==> config.mk <==
export PLATFORM = sky130hd
export DESIGN_NAME = autotype_sequencer
export DESIGN_NICKNAME = d
export VERILOG_FILES = /design/src/rtl/autotype_sequencer.sv
export SDC_FILE = /design/constraint.sdc
export NUM_CORES = 1
export LEC_CHECK = 0
export CAP_MARGIN = 20
export CELL_PAD_IN_SITES_DETAIL_PLACEMENT = 0
export CELL_PAD_IN_SITES_GLOBAL_PLACEMENT = 2
export CORE_ASPECT_RATIO = 1.25
export CORE_MARGIN = 2
export CORE_UTILIZATION = 44
export DETAILED_ROUTE_END_ITERATION = 12
export PLACE_DENSITY_LB_ADDON = 0.25
export SLEW_MARGIN = 15
export SYNTH_ARGS = -nofsm -noshare
export SYNTH_HDL_FRONTEND = slang
export SYNTH_SLANG_ARGS = --single-unit
==> constraint.sdc <==
create_clock -name clk -period 9.65 [get_ports clk]
set_input_delay 0.965 -clock clk [delete_from_list [all_inputs] [get_ports clk]]
set_output_delay 0.965 -clock clk [all_outputs]
set_load 0.01 [all_outputs]
==> src/rtl/autotype_sequencer.sv <==
// -----------------------------------------------------------------------------
// autotype_sequencer
//
// Power-on key sequencer and button front-end. After reset it holds the
// computer core in reset, then "types" a table of key masks (one mask per
// step, released between presses), and finally passes debounced physical
// buttons straight through to the core's key lines.
//
// Ports:
//   clk          system clock
//   reset        asynchronous, active-high reset
//   restart      one-cycle pulse; restarts the whole sequence from RESET_HOLD
//   btn          raw active-high key buttons (one per channel)
//   btn_reset    raw active-high manual reset button
//   n_reset_out  active-low reset to the computer core
//   keys         active-high key lines to the core
//   busy         high while holding reset or typing (RESET_HOLD/GAP/PRESS)
//   step_idx     index of the current sequence step
// -----------------------------------------------------------------------------
module autotype_sequencer #(
    parameter int unit_clocks     = 25000,
    parameter int channels        = 4,
    parameter int steps           = 8,
    parameter logic [steps*channels-1:0] key_sequence = 32'h00011142,
    parameter int reset_units     = 300,
    parameter int gap_units       = 200,
    parameter int press_units     = 100,
    parameter int debounce_units  = 10,
    parameter int abort_on_button = 1
) (
    input  logic                         clk,
    input  logic                         reset,
    input  logic                         restart,
    input  logic [channels-1:0]          btn,
    input  logic                         btn_reset,
    output logic                         n_reset_out,
    output logic [channels-1:0]          keys,
    output logic                         busy,
    output logic [$clog2(steps+1)-1:0]   step_idx
);

    localparam int step_w    = $clog2(steps + 1);
    // A duration of zero units behaves as one unit.
    localparam int reset_n   = (reset_units    < 1) ? 1 : reset_units;
    localparam int gap_n     = (gap_units      < 1) ? 1 : gap_units;
    localparam int press_n   = (press_units    < 1) ? 1 : press_units;
    localparam int deb_n     = (debounce_units < 1) ? 1 : debounce_units;
    localparam int max_units = (reset_n > gap_n) ? ((reset_n > press_n) ? reset_n : press_n)
                                                 : ((gap_n   > press_n) ? gap_n   : press_n);
    localparam int unit_w    = $clog2(max_units + 1);
    localparam int pre_w     = (unit_clocks > 1) ? $clog2(unit_clocks) : 1;
    localparam int db_cycles = deb_n * unit_clocks;
    localparam int db_w      = (db_cycles > 1) ? $clog2(db_cycles) : 1;
    // Debounced inputs: bits [channels-1:0] are the keys, bit [channels] is btn_reset.
    localparam int nb        = channels + 1;

    typedef enum logic [1:0] {
        RESET_HOLD = 2'd0,
        GAP        = 2'd1,
        PRESS      = 2'd2,
        DONE       = 2'd3
    } state_t;

    // ------------------------------------------------------------------
    // Input synchronisers and debouncers
    // ------------------------------------------------------------------
    logic [nb-1:0] raw_all;
    logic [nb-1:0] sync1_reg;
    logic [nb-1:0] sync2_reg;
    logic [nb-1:0] db_reg;
    logic [nb-1:0] db_next;

    assign raw_all = {btn_reset, btn};

    always_ff @(posedge clk or posedge reset) begin
        if (reset) begin
            sync1_reg <= '0;
            sync2_reg <= '0;
            db_reg    <= '0;
        end else begin
            sync1_reg <= raw_all;
            sync2_reg <= sync1_reg;
            db_reg    <= db_next;
        end
    end

    generate
        for (genvar gi = 0; gi < nb; gi++) begin : g_debounce
            logic [db_w-1:0] cnt_reg;
            logic            differs;
            logic            cnt_full;

            assign differs  = (sync2_reg[gi] != db_reg[gi]);
            assign cnt_full = (cnt_reg == db_w'(db_cycles - 1));
            // The debounced value only follows the synchronised input once it
            // has disagreed for db_cycles consecutive clocks.
            assign db_next[gi] = (differs && cnt_full) ? sync2_reg[gi] : db_reg[gi];

            always_ff @(posedge clk or posedge reset) begin
                if (reset) begin
                    cnt_reg <= '0;
                end else if (!differs || cnt_full) begin
                    cnt_reg <= '0;
                end else begin
                    cnt_reg <= cnt_reg + db_w'(1);
                end
            end
        end
    endgenerate

    // ------------------------------------------------------------------
    // Key mask table
    // ------------------------------------------------------------------
    logic [channels-1:0] mask_tab [steps];

    generate
        for (genvar gi = 0; gi < steps; gi++) begin : g_mask
            assign mask_tab[gi] = key_sequence[gi*channels +: channels];
        end
    endgenerate

    // Step index may equal steps (past the table); that reads as an empty mask.
    function automatic logic [channels-1:0] mask_of(input logic [step_w-1:0] s);
        logic [channels-1:0] m;
        m = '0;
        for (int i = 0; i < steps; i++) begin
            if (s == step_w'(i)) begin
                m = mask_tab[i];
            end
        end
        return m;
    endfunction

    // ------------------------------------------------------------------
    // Sequencer state, timers and registered outputs
    // ------------------------------------------------------------------
    state_t              state_reg, state_next;
    logic [step_w-1:0]   step_reg, step_next;
    logic [pre_w-1:0]    pre_reg, pre_next;
    logic [unit_w-1:0]   unit_reg, unit_next;
    logic                n_reset_reg, n_reset_next;
    logic [channels-1:0] keys_reg, keys_next;
    logic                busy_reg, busy_next;

    logic [channels-1:0] btn_db_next;
    logic                brst_db_next;
    logic                key_rise;
    logic [unit_w-1:0]   cur_units;
    logic                expire;
    logic                clear_timer;

    always_ff @(posedge clk or posedge reset) begin
        if (reset) begin
            state_reg   <= RESET_HOLD;
            step_reg    <= '0;
            pre_reg     <= '0;
            unit_reg    <= '0;
            n_reset_reg <= 1'b0;
            keys_reg    <= '0;
            busy_reg    <= 1'b1;
        end else begin
            state_reg   <= state_next;
            step_reg    <= step_next;
            pre_reg     <= pre_next;
            unit_reg    <= unit_next;
            n_reset_reg <= n_reset_next;
            keys_reg    <= keys_next;
            busy_reg    <= busy_next;
        end
    end

    always_comb begin
        state_next   = state_reg;
        step_next    = step_reg;
        pre_next     = pre_reg;
        unit_next    = unit_reg;
        n_reset_next = 1'b1;
        keys_next    = '0;
        busy_next    = 1'b1;
        cur_units    = unit_w'(1);
        clear_timer  = 1'b0;

        // Debounced values as they will be after this edge, so the outputs
        // and the abort decision react in the same cycle the debouncer flips.
        btn_db_next  = db_next[channels-1:0];
        brst_db_next = db_next[channels];
        key_rise     = |(btn_db_next & ~db_reg[channels-1:0]);

        case (state_reg)
            RESET_HOLD: cur_units = unit_w'(reset_n);
            GAP:        cur_units = unit_w'(gap_n);
            PRESS:      cur_units = unit_w'(press_n);
            default:    cur_units = unit_w'(1);
        endcase

        expire = (pre_reg == pre_w'(unit_clocks - 1)) && (unit_reg == cur_units - unit_w'(1));

        if (brst_db_next) begin
            state_next = DONE;
        end else if (restart) begin
            state_next  = RESET_HOLD;
            step_next   = '0;
            clear_timer = 1'b1;
        end else if ((abort_on_button != 0) && key_rise &&
                     ((state_reg == GAP) || (state_reg == PRESS))) begin
            state_next = DONE;
        end else if (expire) begin
            case (state_reg)
                RESET_HOLD: begin
                    state_next = GAP;
                    step_next  = '0;
                end
                GAP: begin
                    if ((step_reg == step_w'(steps)) || (mask_of(step_reg) == '0)) begin
                        state_next = DONE;
                    end else begin
                        state_next = PRESS;
                    end
                end
                PRESS: begin
                    state_next = GAP;
                    step_next  = step_reg + step_w'(1);
                end
                default: state_next = DONE;
            endcase
        end

        // Prescaler and unit counter restart on every state change; DONE is untimed.
        if (clear_timer || (state_next != state_reg) || (state_reg == DONE)) begin
            pre_next  = '0;
            unit_next = '0;
        end else if (pre_reg == pre_w'(unit_clocks - 1)) begin
            pre_next  = '0;
            unit_next = unit_reg + unit_w'(1);
        end else begin
            pre_next  = pre_reg + pre_w'(1);
        end

        // Outputs follow the next state so they change on the transition edge.
        busy_next    = (state_next != DONE);
        n_reset_next = !brst_db_next && (state_next != RESET_HOLD);
        if (brst_db_next) begin
            keys_next = '0;
        end else if (state_next == PRESS) begin
            keys_next = mask_of(step_next) | btn_db_next;
        end else begin
            keys_next = btn_db_next;
        end
    end

    assign n_reset_out = n_reset_reg;
    assign keys        = keys_reg;
    assign busy        = busy_reg;
    assign step_idx    = step_reg;

endmodule

==> impl.org, run 1 <==
** Routing
- Wires add up to 13,100 µm.
- Across all layers, the routed design uses 4,817 vias.
- Count of antenna-violating nets left after detailed routing :: 0
- For this block, the initial DRC count from the detailed router was 217.
- For this run, design rule violations remaining after detail routing come to 0.
- Via density :: 5.21
- The pre-antenna-repair detailed-routing pass consisted of 5 iterations.
- In the final routed layout, each cell accounts on average for 14.2 µm.

** STA
- The total count of hold-check failures in the final report was 0.
- Dividing the final minimum period by the clock period gives 40.0%.
- Setup repair after global routing left no endpoint under its margin.
- In the final timing run, aggregate negative setup slack is 0 ns.
- The clock arrives with 0.0133 ns of skew.
- Timing would allow up to 259 MHz.
- In this run the tightest slew margin relative to its limit is 41.3%.
- The number of pins with negative max-slew slack in the final report came to 0.
- The routed design could run at a clock period as short as 3.86 ns.
- Setup violations remaining at the end of the flow were counted as 0.
- Crit path setup slack, layout :: 5.79 ns
- Tightest Pin Transition :: 0.874 ns

** Global route
- Summed over all layers, the global routing overflow is 0.
- The number of antenna violations at the first check in global routing was 0.
- Global Route Usage Sum :: 17.5%
- Wire length of the first global-routing pass :: 23,200 µm
- Largest net degree at the start of global routing :: 83
- Number of global-route vias before repair :: 5,030

** Setup path
- The worst setup path is launched from a flip-flop.
- Number of buffer and inverter stages on the critical path :: 0
- Counting buffers and inverters, the worst setup path is 7 cells deep.
- Master of the slowest instance on the critical path :: a2111o_1
- Family of cells with the greatest summed delay on the critical path :: simple AND/OR/NAND/NOR gates
- Worst setup path start :: pre_reg[3]
- Number of cell instances on the worst register-to-register path :: 7
- Endpoint class of the critical path :: flip-flop
- R2R Path Start :: pre_reg[3]
- Peak per-stage delay on the critical path :: 0.77 ns
- STA puts the critical path data arrival time at 4.19 ns.
- Required arrival time at the worst endpoint :: 9.97 ns
- The signal on the critical path passes through or4_1 > nor4_4 > and4_1 > mux2i_1 > nand4_1 > a2111o_1 > nor3_1.
- Critical Path Fanout Max :: 24
- Kind of critical path :: flip-flop to flip-flop

** Clock network
- Setup Fix Bufs, Post-CTS :: 0
- Insertion delay of the later-clocked pin in the worst-skew pair :: 0.42 ns
- Root Buffer :: clkbuf_16
- Clock transition time at the flip-flop clock pins of the worst setup and hold paths :: 0.06 ns
- Maximum level of the CTS H-tree :: 4
- Number of cells upsized or downsized after cts :: 0
- Deepest clock path buffer count :: 2
- Clock sinks :: 141
- TritonCTS clock tree :: done
- Cts hold-fix bufs :: 0
- Clock tree synthesis inserted a total of 17 buffers.

** Placement
- Worst slack after detailed placement :: 5.76 ns
- The congestion estimate from routability-driven global placement came to 0.806.
- During placement, the flow inserted port buffers numbering 17.
- In this run, placement finished with an instance count of 892.
- Post-detailed-placement half-perimeter wirelength :: 8900 µm

** Synthesis
- Ranked by total cell area, the synthesized netlist is headed by dfrtp_1 51%, xor2_1 7.4%, nor2_1 6.3%.
- A synthesized cell averages 10.1 µm².
- Async S/R FF share, synth :: 100%
- Synthesized instance count :: 682
- Net Count, Synth :: 707
- The Yosys step of the flow raised 0 warnings.
- In this run, distinct cell masters in the synthesized netlist total 51.
- For this run, the leading register cell type out of synthesis is dfrtp_1.
- Cell type with the largest total area after synthesis :: dfrtp_1
- Sequential elements use 51.1% of the synthesized area.
- Post-synthesis register bit count :: 141
- Of the post-synthesis cell area, the dominant cell type holds 50.7%.
- Yosys mapped a number of flops with a built-in enable equal to 0.
- In this run the cell area of the synthesized design comes to 6900 µm².

** Floorplanning
- Number of ports placed on the die boundary :: 18
- Area of the die :: 16,700 µm²
- Die extent in x :: 116 µm
- Starting utilization of the core area :: 44.7%
- Die Y-Extent :: 144 µm
- The floorplan step defined a core boundary enclosing 15,400 µm².
- Std cell rows :: 51

** Final layout
- The register with the most flip-flops in the layout has 90 of them.
- Count of placed standard cells in the final layout, fillers left out :: 924
- Diode insertion count for antenna repair :: 0
- The library cell used most frequently in the layout, excluding fill and tap cells, is dfrtp_1.
- The post-route netlist has 7.30% of its cells at a drive strength greater than 1.
- Area added between synthesis and finish :: 13.8%
- The net count of the finished layout is 725.
- Share of the core filled with cells in the final layout :: 50.9%
- Fill cells in the final layout number 1,461.
- Highest-count cells in the layout ignoring fill and taps :: 140 x dfrtp_1, 115 x nor2_1, 58 x xor2_1

** Power
- In this run the power density over the cells is 159 nW/µm².
- The analysis attributes to cell leakage a power of 3.55 nW.
- Max IR drop VDD :: 0.111 mV

** Worst hold path
- Counting instances, the worst hold path has a depth of 0.
- In this run the most critical hold path is launched from sync1_reg[3].
- The worst hold path belongs to the class flip-flop to flip-flop.

** Job
- Max-cap violations in this run came to 0.

** Outcome
- The flow ran to the end, and the final reports show no timing, DRC or antenna violations.
## cells in the mapped netlist, types with 9 or more instances
master    instances
nor2_1          115
xnor2_1          48
xor2_1           58
and3_1           52
nand4_1          13
nand2_1          29
ha_1             17
or3_1             9
a21oi_1           9
clkbuf_1         18
nor4b_1          10
o21ai_0          12
nand3_1          51
dfrtp_1         140
inv_1            16
## worst paths after layout
check                                            to  slack (ns)
max                                     pre_reg[14]        5.79
min                                    sync2_reg[3]        0.35
max reg2reg                             pre_reg[14]        5.79
min reg2reg                            sync2_reg[3]        0.35
max in group asynchronous               unit_reg[3]        7.57
min in group asynchronous  g_debounce[3].cnt_reg[8]        1.00
## area by class of cell
class / count / area, µm² / area share [%]
multi-input cells: 503 / 3220 / 41.0
inverters: 16 / 65.1 / 0.828
clock inverters: 11 / 95.1 / 1.21
well taps: 212 / 265 / 3.38
flip-flops and latches: 141 / 3530 / 44.9
clock buffers: 20 / 457 / 5.81
repair buffers: 21 / 220 / 2.80
## routing by layer
layer  up-vias  GRT usage (%)  routed length [µm]
met3        11           4.27                 464
met5         -              0                   0
met4         0           6.77                 172
met1      2378           22.2                6200
met2        56           28.8                6270
li1       2372              -                   -
## cell families after synthesis
family          after synthesis  share of synthesized area [%]
buf+inv                      38                           2.25
fa+ha+maj                    17                           3.08
xor+xnor                    106                           13.4
mux                           7                           1.09
flops                       141                           51.1
simple gates                329                           25.0
compound gates               44                           3.97
## where the power goes
part / leakage (nW) / internal (mW) / switching (mW)
clock network: 0.267 / 0.364 / 0.245
logic: 1.35 / 0.0116 / 0.0256
registers: 1.93 / 0.600 / 0.00553
## metrics by stage
stage	area [µm²]	hold slack, ns	power [mW]
after floorplan	6900	0.331	0.641
after global placement	7270	0.339	0.651
after detailed placement	7280	0.346	0.653
after CTS	7830	0.360	1.27
after global routing	7860	0.364	1.30
final	7860	0.355	1.25
(Power assumes the default switching activity.)
==> run 2: changes to the inputs <==
--- a/config.mk
+++ b/config.mk
@@ -10,7 +10,7 @@
 export CELL_PAD_IN_SITES_GLOBAL_PLACEMENT = 2
 export CORE_ASPECT_RATIO = 1.25
 export CORE_MARGIN = 2
-export CORE_UTILIZATION = 44
+export CORE_UTILIZATION = 41
 export DETAILED_ROUTE_END_ITERATION = 12
 export PLACE_DENSITY_LB_ADDON = 0.25
 export SLEW_MARGIN = 15
==> constraint.sdc (replaced) <==
create_clock -name clk -period 3.6 [get_ports clk]
set_input_delay 0.36 -clock clk [delete_from_list [all_inputs] [get_ports clk]]
set_output_delay 0.36 -clock clk [all_outputs]
set_load 0.01 [all_outputs]
==> run 2 against run 1 <==
  * Register-to-register slack got worse by 5.4 ns
  * Non-clock buffer count increased by 3
  * Flip-flop and latch count unchanged
  * Die area increased by 7.1%
  * Critical path type unchanged
==> impl.org, run 2 (synthesis results as in run 1) <==
** Floorplanning
- The floorplan step set the die height to 149 µm.
- In this run the horizontal extent of the chip is 120 µm.
- For this configuration, the core starts out at a cell density of 41.5%.
- In this run the standard cell core region covers 16,600 µm².
- Number of ports placed on the die boundary :: 18
- Area of the die :: 17,900 µm²
- Std cell rows :: 53

** Power
- Cell internal power was estimated by the tool at 2.82 mW.
- Max IR drop VDD :: 0.297 mV
- The share of total power dissipated in sequential elements is 45.3%.
- Per report_power, the combinational group accounts for 2.8% of the total.
- Net Sw Frac :: 21.3%
- For this design the total switching power over the nets is 0.762 mW.
- Ratio of total power to cell area :: 450 nW/µm²
- Of the total power, the clock network draws 51.9%.
- Leakage :: 3.59 nW

** Final layout
- Most common library cell in the layout ignoring fill and taps :: dfrtp_1
- At the end of the flow, the number of nets in the layout was 728.
- For this run, the share of the core covered by cells in the final layout is 47.8%.
- Max reg flops :: 90
- Filler Cell Count :: 1,556
- The library cells used most frequently in the layout, excluding fill and tap cells, are 140 x dfrtp_1, 115 x nor2_1, 58 x xor2_1.
- The number of antenna diodes in the final layout is 0.
- Once layout is done, the placed cells without fillers occupy 7960 µm².
- Area added between synthesis and finish :: 15.2%
- Of the cells placed in the final design, the portion with a size suffix greater than 1 is 7.68%.

** Global route
- Largest net degree at the start of global routing :: 79
- The via count of the first global-routing pass was 5,002.
- Antenna violations before repair :: 0
- Wire length of the first global-routing pass :: 24,100 µm
- Global Route Usage Sum :: 16.9%
- For this run the aggregate overflow at the end of global routing stands at 0.

** Clock network
- Number of buffers added by the clock tree synthesis step :: 17
- CTS built an H-tree with a depth of 4.
- Root Buffer :: clkbuf_16
- The number of setup buffers added after CTS is 0.
- Deepest clock path buffer count :: 2
- For the worst-skew pair, the clock arrives at the later sink with an insertion delay of 0.42 ns.
- Clock-pin slew was measured on the worst setup and hold paths at 0.06 ns.
- For this design, the CTS-stage hold fixing added 0 buffers.
- The clock drives 141 sinks.
- In this run, post-CTS repair resized a total of 0 instances.
- TritonCTS clock tree :: done

** Routing
- After detailed routing, the number of remaining DRC violations is 0.
- Count of antenna-violating nets left after detailed routing :: 0
- Before antenna repair, the detailed router went through 5 iterations.
- Dividing the detail-routed via count by the number of cells gives 5.17.
- Via Count :: 4,837
- In this run, the number of DRC markers left after iteration 0 of detailed routing was 348.
- Routed WL :: 13,600 µm
- Routed wire length per instance :: 14.6 µm

** STA
- Setup violations remaining at the end of the flow were counted as 0.
- Based on the critical path, the design can be clocked at up to 307 MHz.
- The number of pins with negative max-slew slack in the final report came to 0.
- Summed over all failing endpoints, the final setup total negative slack is 0 ns.
- Between clock sinks in the finished design, the worst skew comes to 0.00768 ns.
- Max_slew headroom :: 49.0%
- Portion of the clock cycle consumed by the worst path in the final layout :: 90.5%
- Tightest Pin Transition :: 0.763 ns
- Hold violation count in the final report :: 0
- RSZ-0062 raised after global routing :: no
- Clock period minus final worst setup slack :: 3.26 ns

** Setup path
- Critical Path Fanout Max :: 24
- For the worst setup path, the data arrival time is 3.59 ns.
- Setup slack on the worst reg-to-reg path comes out at 0.34 ns.
- Kind of critical path :: flip-flop to flip-flop
- Family of cells with the greatest summed delay on the critical path :: simple AND/OR/NAND/NOR gates
- The number of buffers and inverters on the critical path is 1.
- The largest single stage delay on the critical path is 0.50 ns.
- Data on the critical path is required at its endpoint by 3.93 ns.
- The critical path goes through ha_1 > or3b_2 > a211oi_1 > and4_1 > mux2i_1 > nand4_1 > a2111o_1 > buf_4 > nor3_1.
- STA classifies the critical path startpoint as a flip-flop.
- The worst setup path is captured at a flip-flop.
- The largest individual stage delay along the critical path comes from the cell dfrtp_1.

** Placement
- Number of buffers inserted by port buffering :: 17
- Summing all placed instances gives a cell area of 7320 µm².
- Post-detailed-placement half-perimeter wirelength :: 9370 µm
- The congestion estimate from routability-driven global placement came to 0.804.

** Job
- Across the run, the number of max-cap violations was 0.

** Outcome
- The flow ran to the end, and the final reports show no timing, DRC or antenna violations.

** Worst hold path
- The min-delay analysis places its worst path in the category flip-flop to flip-flop.
-- run 2: routing by layer --
metal / routed length (µm) / vias up / global-route usage [%]
li1: - / 2370 / -
met1: 6380 / 2383 / 22.3
met2: 6460 / 57 / 26.7
met3: 487 / 27 / 4.24
met4: 312 / 0 / 7.06
met5: 0 / - / 0
-- run 2: cell type report --
cell class | count | area, µm² | share of cell area, %
Inverter | 16 | 63.8 | 0.802
Timing Repair Buffer | 24 | 235 | 2.96
Clock buffer | 19 | 443 | 5.57
Sequential cell | 141 | 3530 | 44.4
Tap cell | 220 | 275 | 3.46
Clock inverter | 13 | 189 | 2.37
Multi-Input combinational cell | 503 | 3220 | 40.5
-- run 2: per-stage QoR --
step	hold WS, ns	cells	power [mW]	worst slack [ns]
after global routing	0.354	936	3.74	0.0613
after global placement	0.335	904	1.75	0.426
after floorplan	0.331	682	1.72	0.664
after detailed placement	0.335	904	1.76	0.342
final	0.345	936	3.58	0.340
after CTS	0.346	936	3.64	0.322
-- run 2: worst paths after layout --
check                      cells past startpoint    startpoint                         to
setup / recovery                               9  state_reg[0]                 pre_reg[3]
hold / removal                                 0  sync1_reg[4]               sync2_reg[4]
setup reg to reg                               9  state_reg[0]                 pre_reg[3]
hold reg to reg                                0  sync1_reg[4]               sync2_reg[4]
max in group asynchronous                      3         reset                       busy
min in group asynchronous                      2         reset  g_debounce[4].cnt_reg[10]
-- run 2: power by group through the flow --
stage	logic, mW	clock network, mW	registers (mW)
floorplan	0.0701	0	1.65
CTS	0.105	1.92	1.62
detailed placement	0.104	0	1.65
global placement	0.101	0	1.65
global route	0.118	1.99	1.62
finish	0.0999	1.86	1.62
